<file path="src/rtl/regfile_wb_pkg.sv">
// Shared widths, slot identifiers and decode helper for the regfile writeback arbiter.
package regfile_wb_pkg;

    localparam int REG_ADDR_W = 5;
    localparam int DATA_W     = 32;
    localparam int STALL_W    = 16;

    localparam logic SLOT_A = 1'b0;
    localparam logic SLOT_B = 1'b1;

    // One-hot decode of a register index into a 32-bit mask.
    function automatic logic [DATA_W-1:0] oneHot(input logic [REG_ADDR_W-1:0] regIdx);
        logic [DATA_W-1:0] mask;
        mask = '0;
        mask[regIdx] = 1'b1;
        return mask;
    endfunction

endpackage

</file>
<file path="src/rtl/regfile_wb_arbiter_slot.sv">
// One-entry writeback buffer: holds a destination register and data until cleared.
module wb_slot
    import regfile_wb_pkg::*;
(
    input  logic                  iwClk,
    input  logic                  iwnRst,
    input  logic                  iwLoad,
    input  logic                  iwClear,
    input  logic [REG_ADDR_W-1:0] iwReg,
    input  logic [DATA_W-1:0]     iwData,
    output logic                  owFull,
    output logic [REG_ADDR_W-1:0] owReg,
    output logic [DATA_W-1:0]     owData
);

    // A load wins over a clear so a granted slot can be refilled on the same edge.
    always_ff @(posedge iwClk) begin
        if (!iwnRst) begin
            owFull <= 1'b0;
            owReg  <= '0;
            owData <= '0;
        end else if (iwLoad) begin
            owFull <= 1'b1;
            owReg  <= iwReg;
            owData <= iwData;
        end else if (iwClear) begin
            owFull <= 1'b0;
        end
    end

endmodule

</file>
<file path="src/rtl/regfile_wb_arbiter.sv">
// Two-requester regfile writeback arbiter: one buffered slot per requester,
// oldest-first grant with a round-robin tie break, and a saturating stall counter.
module regfile_wb_arbiter
    import regfile_wb_pkg::*;
#(
    parameter logic pZeroDrop = 1'b1
) (
    input  logic                  iwClk,
    input  logic                  iwnRst,
    input  logic                  iwAValid,
    input  logic [REG_ADDR_W-1:0] iwAReg,
    input  logic [DATA_W-1:0]     iwAData,
    output logic                  owAReady,
    input  logic                  iwBValid,
    input  logic [REG_ADDR_W-1:0] iwBReg,
    input  logic [DATA_W-1:0]     iwBData,
    output logic                  owBReady,
    output logic                  owWriteEnable,
    output logic [REG_ADDR_W-1:0] owWriteReg,
    output logic [DATA_W-1:0]     owWriteData,
    output logic [DATA_W-1:0]     owPendingMask,
    output logic [STALL_W-1:0]    owStallCount
);

    logic                  aFull, bFull;
    logic [REG_ADDR_W-1:0] aReg, bReg;
    logic [DATA_W-1:0]     aData, bData;
    logic                  aZero, bZero, aElig, bElig;
    logic                  aLoad, bLoad, aClear, bClear;
    logic                  grantValid, grantSel, tieGrant, grantA, grantB;
    logic                  olderSlot, tieFlag, rrPtr;
    logic [1:0]            refuseCount;
    logic [STALL_W:0]      stallSum;

    wb_slot slotA (
        .iwClk(iwClk), .iwnRst(iwnRst), .iwLoad(aLoad), .iwClear(aClear),
        .iwReg(iwAReg), .iwData(iwAData),
        .owFull(aFull), .owReg(aReg), .owData(aData)
    );

    wb_slot slotB (
        .iwClk(iwClk), .iwnRst(iwnRst), .iwLoad(bLoad), .iwClear(bClear),
        .iwReg(iwBReg), .iwData(iwBData),
        .owFull(bFull), .owReg(bReg), .owData(bData)
    );

    // Pick one eligible slot: oldest first, round-robin when both loaded together.
    always_comb begin
        aZero      = pZeroDrop && aFull && (aReg == '0);
        bZero      = pZeroDrop && bFull && (bReg == '0);
        aElig      = iwnRst && aFull && !aZero;
        bElig      = iwnRst && bFull && !bZero;
        grantValid = 1'b0;
        grantSel   = SLOT_A;
        tieGrant   = 1'b0;
        if (aElig && bElig) begin
            grantValid = 1'b1;
            if (tieFlag) begin
                grantSel = rrPtr;
                tieGrant = 1'b1;
            end else begin
                grantSel = olderSlot;
            end
        end else if (aElig) begin
            grantValid = 1'b1;
            grantSel   = SLOT_A;
        end else if (bElig) begin
            grantValid = 1'b1;
            grantSel   = SLOT_B;
        end
        grantA = grantValid && (grantSel == SLOT_A);
        grantB = grantValid && (grantSel == SLOT_B);
    end

    // Handshake, slot control and writeback outputs; reset forces the idle view.
    always_comb begin
        owAReady      = !iwnRst || !aFull || grantA;
        owBReady      = !iwnRst || !bFull || grantB;
        aLoad         = iwAValid && owAReady;
        bLoad         = iwBValid && owBReady;
        aClear        = grantA || aZero;
        bClear        = grantB || bZero;
        owWriteEnable = grantValid;
        owWriteReg    = '0;
        owWriteData   = '0;
        if (grantA) begin
            owWriteReg  = aReg;
            owWriteData = aData;
        end else if (grantB) begin
            owWriteReg  = bReg;
            owWriteData = bData;
        end
        owPendingMask = '0;
        if (iwnRst) begin
            owPendingMask = ((aFull ? oneHot(aReg) : '0) | (bFull ? oneHot(bReg) : '0))
                            & ~{{(DATA_W-1){1'b0}}, 1'b1};
        end
        refuseCount = {1'b0, iwAValid && !owAReady} + {1'b0, iwBValid && !owBReady};
        stallSum    = {1'b0, owStallCount} + {{(STALL_W-1){1'b0}}, refuseCount};
    end

    // Track which slot loaded first, whether they loaded together, and the tie pointer.
    always_ff @(posedge iwClk) begin
        if (!iwnRst) begin
            olderSlot <= SLOT_A;
            tieFlag   <= 1'b0;
            rrPtr     <= SLOT_A;
        end else begin
            if (aLoad && bLoad) begin
                tieFlag <= 1'b1;
            end else if (aLoad) begin
                tieFlag   <= 1'b0;
                olderSlot <= SLOT_B;
            end else if (bLoad) begin
                tieFlag   <= 1'b0;
                olderSlot <= SLOT_A;
            end
            if (tieGrant) begin
                rrPtr <= ~rrPtr;
            end
        end
    end

    // Count refused requests, sticking at the all-ones value.
    always_ff @(posedge iwClk) begin
        if (!iwnRst) begin
            owStallCount <= '0;
        end else if (stallSum[STALL_W]) begin
            owStallCount <= '1;
        end else begin
            owStallCount <= stallSum[STALL_W-1:0];
        end
    end

endmodule

</file>
<file path="config.mk">
export PLATFORM = sky130hd
export DESIGN_NAME = regfile_wb_arbiter
export DESIGN_NICKNAME = d
export VERILOG_FILES = /design/src/rtl/regfile_wb_pkg.sv /design/src/rtl/regfile_wb_arbiter_slot.sv /design/src/rtl/regfile_wb_arbiter.sv
export SDC_FILE = /design/constraint.sdc
export NUM_CORES = 1
export LEC_CHECK = 0
export BUFFER_PORTS_ARGS = -buffer_cell sky130_fd_sc_hd__buf_2
export CORE_MARGIN = 2
export CORE_UTILIZATION = 51
export DETAILED_ROUTE_END_ITERATION = 6
export GPL_TIMING_DRIVEN = 0
export PLACE_DENSITY = 0.84
export SLEW_MARGIN = 25
export SYNTH_ARGS = -nofsm -noshare
export SYNTH_HDL_FRONTEND = slang
export SYNTH_HIERARCHICAL = 1
export SYNTH_SLANG_ARGS = --single-unit
</file>
<file path="constraint.sdc">
create_clock -name iwClk -period 3.81 [get_ports iwClk]
set_input_delay 0.1905 -clock iwClk [delete_from_list [all_inputs] [get_ports iwClk]]
set_output_delay 0.1905 -clock iwClk [all_outputs]
set_load 0.05 [all_outputs]
</file>
# Word level (Yosys, flattened, before mapping)
# Index checks and enable logic that the tools add are counted.
[word_totals]
ff_bits = 95
in_bits = 78
word_cells = 84
[classes]
addsub = 2
order_cmp = 4
n_mux = 28
n_bitwise = 4
reduce_logical = 36
[op_table]
columns = ["operator", "count"]
rows = [
  ["32-bit 2-to-1 mux", 5],
  ["32-bit OR", 1],
  ["1-bit 2-to-1 mux", 18],
  ["16-bit by 2-bit adder with 17-bit output", 1],
  ["1-bit logical AND", 16],
  ["16-bit 2-to-1 mux", 1],
  ["5-bit by 6-bit < comparator with 1-bit output, second input constant", 2],
  ["1-bit demux with 5-bit select", 2],
  ["5-bit by 1-bit >= comparator with 1-bit output, second input constant", 2],
  ["5-bit zero test", 2],
  ["5-bit 2-to-1 mux", 2],
  ["1-bit zero test", 7],
  ["1-bit logical OR", 6],
  ["2-bit nonzero test", 3],
  ["1-bit inverter", 3],
  ["3-bit nonzero test", 1],
  ["1-bit by 1-bit adder with 2-bit output", 1],
  ["2-bit AND reduction", 1],
]

# Logic depth before layout (Yosys ltp)
[depth]
ltp_word = 15
depth_mapped = 13
depth_no_buf = 10

# By module
# The synthesis kept the hierarchy.
[by_module_without_submodules]
columns = ["module", "instances", "cells_each", "area_per_inst_um2", "seq_area_each_um2"]
rows = [
  ["wb_slot", 2, 122, 1441.4, 760.7],
  ["regfile_wb_arbiter", 1, 279, 2178.3, 380.4],
]

# Least setup slack after synthesis
# Ideal clock, no wire load.
[synth_path]
kind = "reg2reg"
startpoint = "reg slotA.owReg[4]"
endpoint = "reg owStallCount[7]"
setup_ns = 0.114
arrival_ns = 3.699
required_ns = 3.696
path_slack_ns = -0.003
path_stages_with_launch = 14
n_path_buf = 4
period_less_slack_ns = 3.813
path_cell_list = "dfxtp_1 > buf_6 > or3_4 > buf_6 > o311a_4 > o21bai_1 > nor2_1 > fa_1 > ha_1 > and4_1 > clkbuf_1 > and3_1 > clkbuf_1 > a21o_1"
[synth_via]
word_cells_on_any_way = 21
classes_between = "add/sub (2); mux (5); bitwise (1); reduce/logical (13)"
[synth_rtl]
columns = ["element", "line_no", "text"]
rows = [
  ["start, declared", "regfile_wb_arbiter_slot.sv:12", "output logic [REG_ADDR_W-1:0] owReg,"],
  ["start signal, assigned", "regfile_wb_arbiter_slot.sv:24", "owReg <= iwReg;"],
  ["5-bit zero test *", "regfile_wb_arbiter.sv:49", "aZero = pZeroDrop && aFull && (aReg == '0);"],
  ["1-bit logical AND *", "regfile_wb_arbiter.sv:49", ""],
  ["1-bit zero test *", "regfile_wb_arbiter.sv:51", "aElig = iwnRst && aFull && !aZero;"],
  ["1-bit logical AND *", "regfile_wb_arbiter.sv:51", ""],
  ["1-bit 2-to-1 mux / 1-bit logical AND (equally long branches)", "regfile_wb_arbiter.sv:64, regfile_wb_arbiter.sv:56", ""],
  ["1-bit 2-to-1 mux", "regfile_wb_arbiter.sv:56", "if (aElig && bElig) begin"],
  ["1-bit logical AND *", "regfile_wb_arbiter.sv:72", "grantB = grantValid && (grantSel == SLOT_B);"],
  ["1-bit logical OR *", "regfile_wb_arbiter.sv:78", "owBReady = !iwnRst || !bFull || grantB;"],
  ["named net owBReady", "regfile_wb_arbiter.sv:17", "output logic owBReady,"],
  ["1-bit zero test *", "regfile_wb_arbiter.sv:98", "refuseCount = {1'b0, iwAValid && !owAReady} + {1'b0, iwBValid && !owBReady};"],
  ["1-bit logical AND *", "regfile_wb_arbiter.sv:98", ""],
  ["1-bit by 1-bit adder with 2-bit output *", "regfile_wb_arbiter.sv:98", ""],
  ["16-bit by 2-bit adder with 17-bit output *", "regfile_wb_arbiter.sv:99", "stallSum = {1'b0, owStallCount} + {{(STALL_W-1){1'b0}}, refuseCount};"],
  ["16-bit 2-to-1 mux *", "regfile_wb_arbiter.sv:128", "end else if (stallSum[STALL_W]) begin"],
  ["end signal, assigned", "regfile_wb_arbiter.sv:131", "owStallCount <= stallSum[STALL_W-1:0];"],
  ["end, declared", "regfile_wb_arbiter.sv:22", "output logic [STALL_W-1:0] owStallCount"],
]
# Mark *: on every way through the listed nets, which the timed path passes. The rest lies on a longest branch.
# A chain may end at the register's enable or synchronous reset.

# Final worst setup path
[layout_path]
startpoint = "reg slotA.owReg[2]"
endpoint = "reg owStallCount[6]"
[layout_via]
elab_chain_cells = 14
word_cells_on_any_way = 21
classes_between = "add/sub (2); mux (5); bitwise (1); reduce/logical (13)"
[layout_rtl]
columns = ["element", "line_no", "text"]
rows = [
  ["5-bit zero test *", "regfile_wb_arbiter.sv:49", ""],
  ["1-bit logical AND *", "regfile_wb_arbiter.sv:49", ""],
  ["1-bit zero test *", "regfile_wb_arbiter.sv:51", ""],
  ["1-bit logical AND *", "regfile_wb_arbiter.sv:51", ""],
  ["1-bit 2-to-1 mux / 1-bit logical AND (equally long branches)", "regfile_wb_arbiter.sv:64, regfile_wb_arbiter.sv:56", ""],
  ["1-bit 2-to-1 mux", "regfile_wb_arbiter.sv:56", ""],
  ["1-bit inverter", "regfile_wb_arbiter.sv:71", "grantA = grantValid && (grantSel == SLOT_A);"],
  ["1-bit logical AND", "regfile_wb_arbiter.sv:71", ""],
  ["1-bit logical OR", "regfile_wb_arbiter.sv:77", "owAReady = !iwnRst || !aFull || grantA;"],
  ["1-bit zero test", "regfile_wb_arbiter.sv:98", ""],
  ["1-bit logical AND", "regfile_wb_arbiter.sv:98", ""],
  ["1-bit by 1-bit adder with 2-bit output *", "regfile_wb_arbiter.sv:98", ""],
  ["16-bit by 2-bit adder with 17-bit output *", "regfile_wb_arbiter.sv:99", ""],
  ["16-bit 2-to-1 mux *", "regfile_wb_arbiter.sv:128", ""],
]
# Mark *: on every way between the ends. The rest lies on a longest branch, timed or not.

==> impl_summary.md <==
Timing
The post-route clock period utilization is 89.5%. The worst relative slew slack is 56.6%. Setup repair after global routing left no endpoint under its margin.

The aggregate negative setup slack is 0 ns. The final setup violation count is 0. The clock period minus worst slack is 3.41 ns.

The slew of the pin with the lowest slew margin is 0.646 ns. The highest achievable clock rate is 0.293 GHz. The final count of pins violating max slew is 0. The count of endpoints failing hold in the final timing report is 0. The worst setup skew after layout is 0.0107 ns.

Floorplan
In this run the horizontal extent of the chip is 104 um. The number of I/O pins is 166. In this run the standard cell core region covers 9680 um^2.

For this configuration, the core starts out at a cell density of 52.3%. The die height is 104 um. In this run the core area contains 36 standard-cell rows. The floorplan step defined a die boundary enclosing 10700 um^2.

Synth
In this run, synthesis produced a sequential element count of 95. The mapped netlist covers 5060 um^2. Counting every net in the synthesized netlist gives 605. The leading register cell type out of synthesis is dfxtp_1. Of the total synthesized cell area, the portion taken by full adders, half adders and majority gates is 1.14%. The combinational family with the most area after synthesis is simple AND/OR/NAND/NOR gates. Sequential cells were found to cover 37.6% of the synthesized design area. In this run, synthesis inferred 0 flip-flops with an integrated enable. Counting distinct cell types in the post-synthesis netlist gives 47. Summing the areas of all compound-gate instances in the mapped netlist gives 14.5% of the synthesized area. After Yosys synthesis, and, or, nand and nor cells account for 22.9% of the synthesized area. In this run the biggest area consumer among cell types represents 37.6% of the synthesized area. The mean cell area of the mapped netlist is 9.68 um^2. The share of flip-flops with an asynchronous set or reset after synthesis is 0%. After synthesis, the share of cell area in mux cells is 15.6%.

dfxtp_1 takes more of the synthesized area than any other cell. After synthesis, the cell types taking the most area are dfxtp_1 38%, mux2i_1 16%, nor2b_1 9.5%. The count of yosys warnings during synthesis is 6. In the synthesized netlist, the number of instances is 523.

The post-synthesis share of cell area spent on xor and xnor gates is 1.56%.

Power and ir drop
The leakage power total is 3.03 nW. The largest vdd supply drop is 0.223 mV. For this design the ratio of total power to cell area is 347 nW/um^2.

The overall power after layout is 2.17 mW.

Layout
The share of cells above drive strength 1 is 31.1%. After routing the design area is 6250 um^2. The antenna diode count is 0. Cells fill 64.5% of the core in the end. The post-layout net count is 780. Relative to the synthesized area, the layout overhead comes to 23.4%. The number of fill cells in the layout is 815.

Global route
The overall overflow remaining after global route is 0. The global-route usage over all layers is 24.4%. The largest net degree at the start of global routing is 17. The initial antenna violation count is 1. The number of global-route vias before repair is 4423. The first-pass GRT wire length is 21600 um.

Drt
The routed wire length is 13300 um. For this block, the initial DRC count from the detailed router was 278. The remaining antenna violation count is 0. The count of vias placed by the detailed router is 4559. In the routed design, unresolved DRC markers number 0. In the final routed layout, each cell accounts on average for 16.0 um. The first detailed-routing pass ran for 5 iterations. The detail-routed via count per cell is 5.46.

Clock tree
In this run, post-CTS repair resized a total of 0 instances. The clock slew seen by the registers of the worst setup and hold paths is 0.10 ns. The longest clock path from root to sink contains 2 buffers. For the worst-skew pair, the clock arrives at the later sink with an insertion delay of 0.37 ns. The clock root buffer master is clkbuf_8.

The total number of clock tree sinks is 95. The clock tree synthesis step divided the H-tree into 3 levels. TritonCTS built the clock tree. The number of clock buffers inserted by TritonCTS is 9. Buffers added to address setup during post-CTS repair amount to 0. For this design, the CTS-stage hold fixing added 0 buffers.

Setup path
Data on the critical path is required at its endpoint by 4.07 ns. The class of the most critical setup path is reg -> reg. The worst-path maximum fanout is 10.

The launching element type of the critical path is a flip-flop. The largest individual stage delay along the critical path comes from the cell fa_1. The largest stage delay on the critical path is 0.39 ns. For the worst setup path, the data arrival time is 3.67 ns. Among the stages of the critical path, the cell type that occurs most often is clkbuf_1. Walking the worst path, the cells encountered are clkbuf_2 > or3_4 > buf_6 > o311a_4 > o21bai_2 > nor2_1 > fa_1 > ha_1 > and4_1 > clkbuf_1 > and3_1 > clkbuf_1 > a21o_1. For flop-to-flop paths, the worst setup slack is 0.40 ns. STA classifies the critical path endpoint as a flip-flop.

Placed design
Summing all placed instances gives a cell area of 6050 um^2. Routability-driven placement finished with a final weighted congestion of 0.853. The sum of net half-perimeters after detailed placement is 9860 um.

The number of port buffers is 164.

Worst hold path
The worst hold path class is in -> reg.

Run
Across the run, the number of max-cap violations was 0.

Status
The run finished with clean final reports.
[critical path, delay by kind of cell, from the launching register on]
family                     cells  cell delay [ns]
adders and majority gates      2             0.67
DFF                            1             0.33
and+or+nand+nor                4             0.83
AOI/OAI and AO/OA              3             0.76
buffers and inverters          4             0.72
[where the power goes]
part           internal, mW  leakage [nW]  total (mW)  switching, mW
Clock                 0.306        0.0936       0.677          0.371
Sequential             1.05         0.781        1.08         0.0332
Combinational         0.176          2.16       0.414          0.238
[synth_stat cells (all sizes together), types with 3 or more instances]
cell / count
dfxtp: 95
mux2i: 79
nor2b: 77
a22o: 37
and2: 34
o22ai: 33
clkbuf: 22
buf: 20
nand2: 15
nor2: 13
a21o: 12
nand3: 11
nand3b: 11
nor3: 8
nand4: 6
or3b: 6
xor2: 6
inv: 5
and3: 4
ha: 3
xnor2: 3
[registers in the layout (all words and copies together) (netlist names)]
signal / count
slotA/owData: 32
slotB/owData: 32
owStallCount: 16
slotA/owReg: 5
slotB/owReg: 5
olderSlot: 1
rrPtr: 1
slotA/owFull: 1
slotB/owFull: 1
tieFlag: 1
[cells in the final DEF, fill, tap and decap left out, drive strengths merged, types with 2 or more instances in the layout]
cell      instances
and2             34
o31ai             2
buf             184
nand3b           11
nand2            15
xor2              6
mux2i            79
xnor2             3
clkbuf           31
a22o             37
and3              4
a21o             12
ha                3
o21ai             2
nor2             13
o21a              2
nor3              8
inv               7
nor2b            77
a21oi             2
nand4             6
or3b              6
or3               2
dfxtp            95
clkinvlp          2
o22ai            33
nand3            11
[metrics by stage]
step | hold WS, ns | setup WS [ns] | std cells
after floorplan | 0.354 | 0.352 | 523
after global placement | 0.447 | 0.472 | 820
after detailed placement | 0.458 | 0.421 | 820
after CTS | 0.0718 | 0.406 | 835
after global routing | 0.0646 | 0.104 | 835
final | 0.0768 | 0.399 | 835
[kinds of logic after synthesis]
group           count (synthesis)
fa+ha+maj                       4
simple gates                  192
xor+xnor                        9
other cells                     1
buf+inv                        47
compound gates                 96
flops                          95
mux                            79
[final cells by class]
type	instances	area [um^2]	area share, %
Buffer	42	314	5.03
Clock buffer	9	124	1.98
Clock inverter	6	70.1	1.12
Inverter	5	18.8	0.300
Multi-Input combinational cell	381	2830	45.3
Sequential cell	95	1900	30.4
Tap cell	133	166	2.66
Timing Repair Buffer	164	821	13.1
[final timing paths]
kind	from	end	cells past startpoint
max reg2reg	slotA/owReg[2]	owStallCount[6]	13
min	iwAData[8]	slotA/owData[8]	3
max	slotA/owReg[2]	owStallCount[6]	13
min reg2reg	rrPtr	rrPtr	2
[per-layer routing]
metal	track usage [%]	vias to the layer above	share of wire, %	routed length, um
li1	-	2208	-	-
met2	41.3	179	48	6390
met1	30.8	2131	43	5730
met5	0	-	0.12	16
met3	4.72	39	6.3	839
met4	9.17	2	2.6	348
Power figures use the tool's default switching activity.
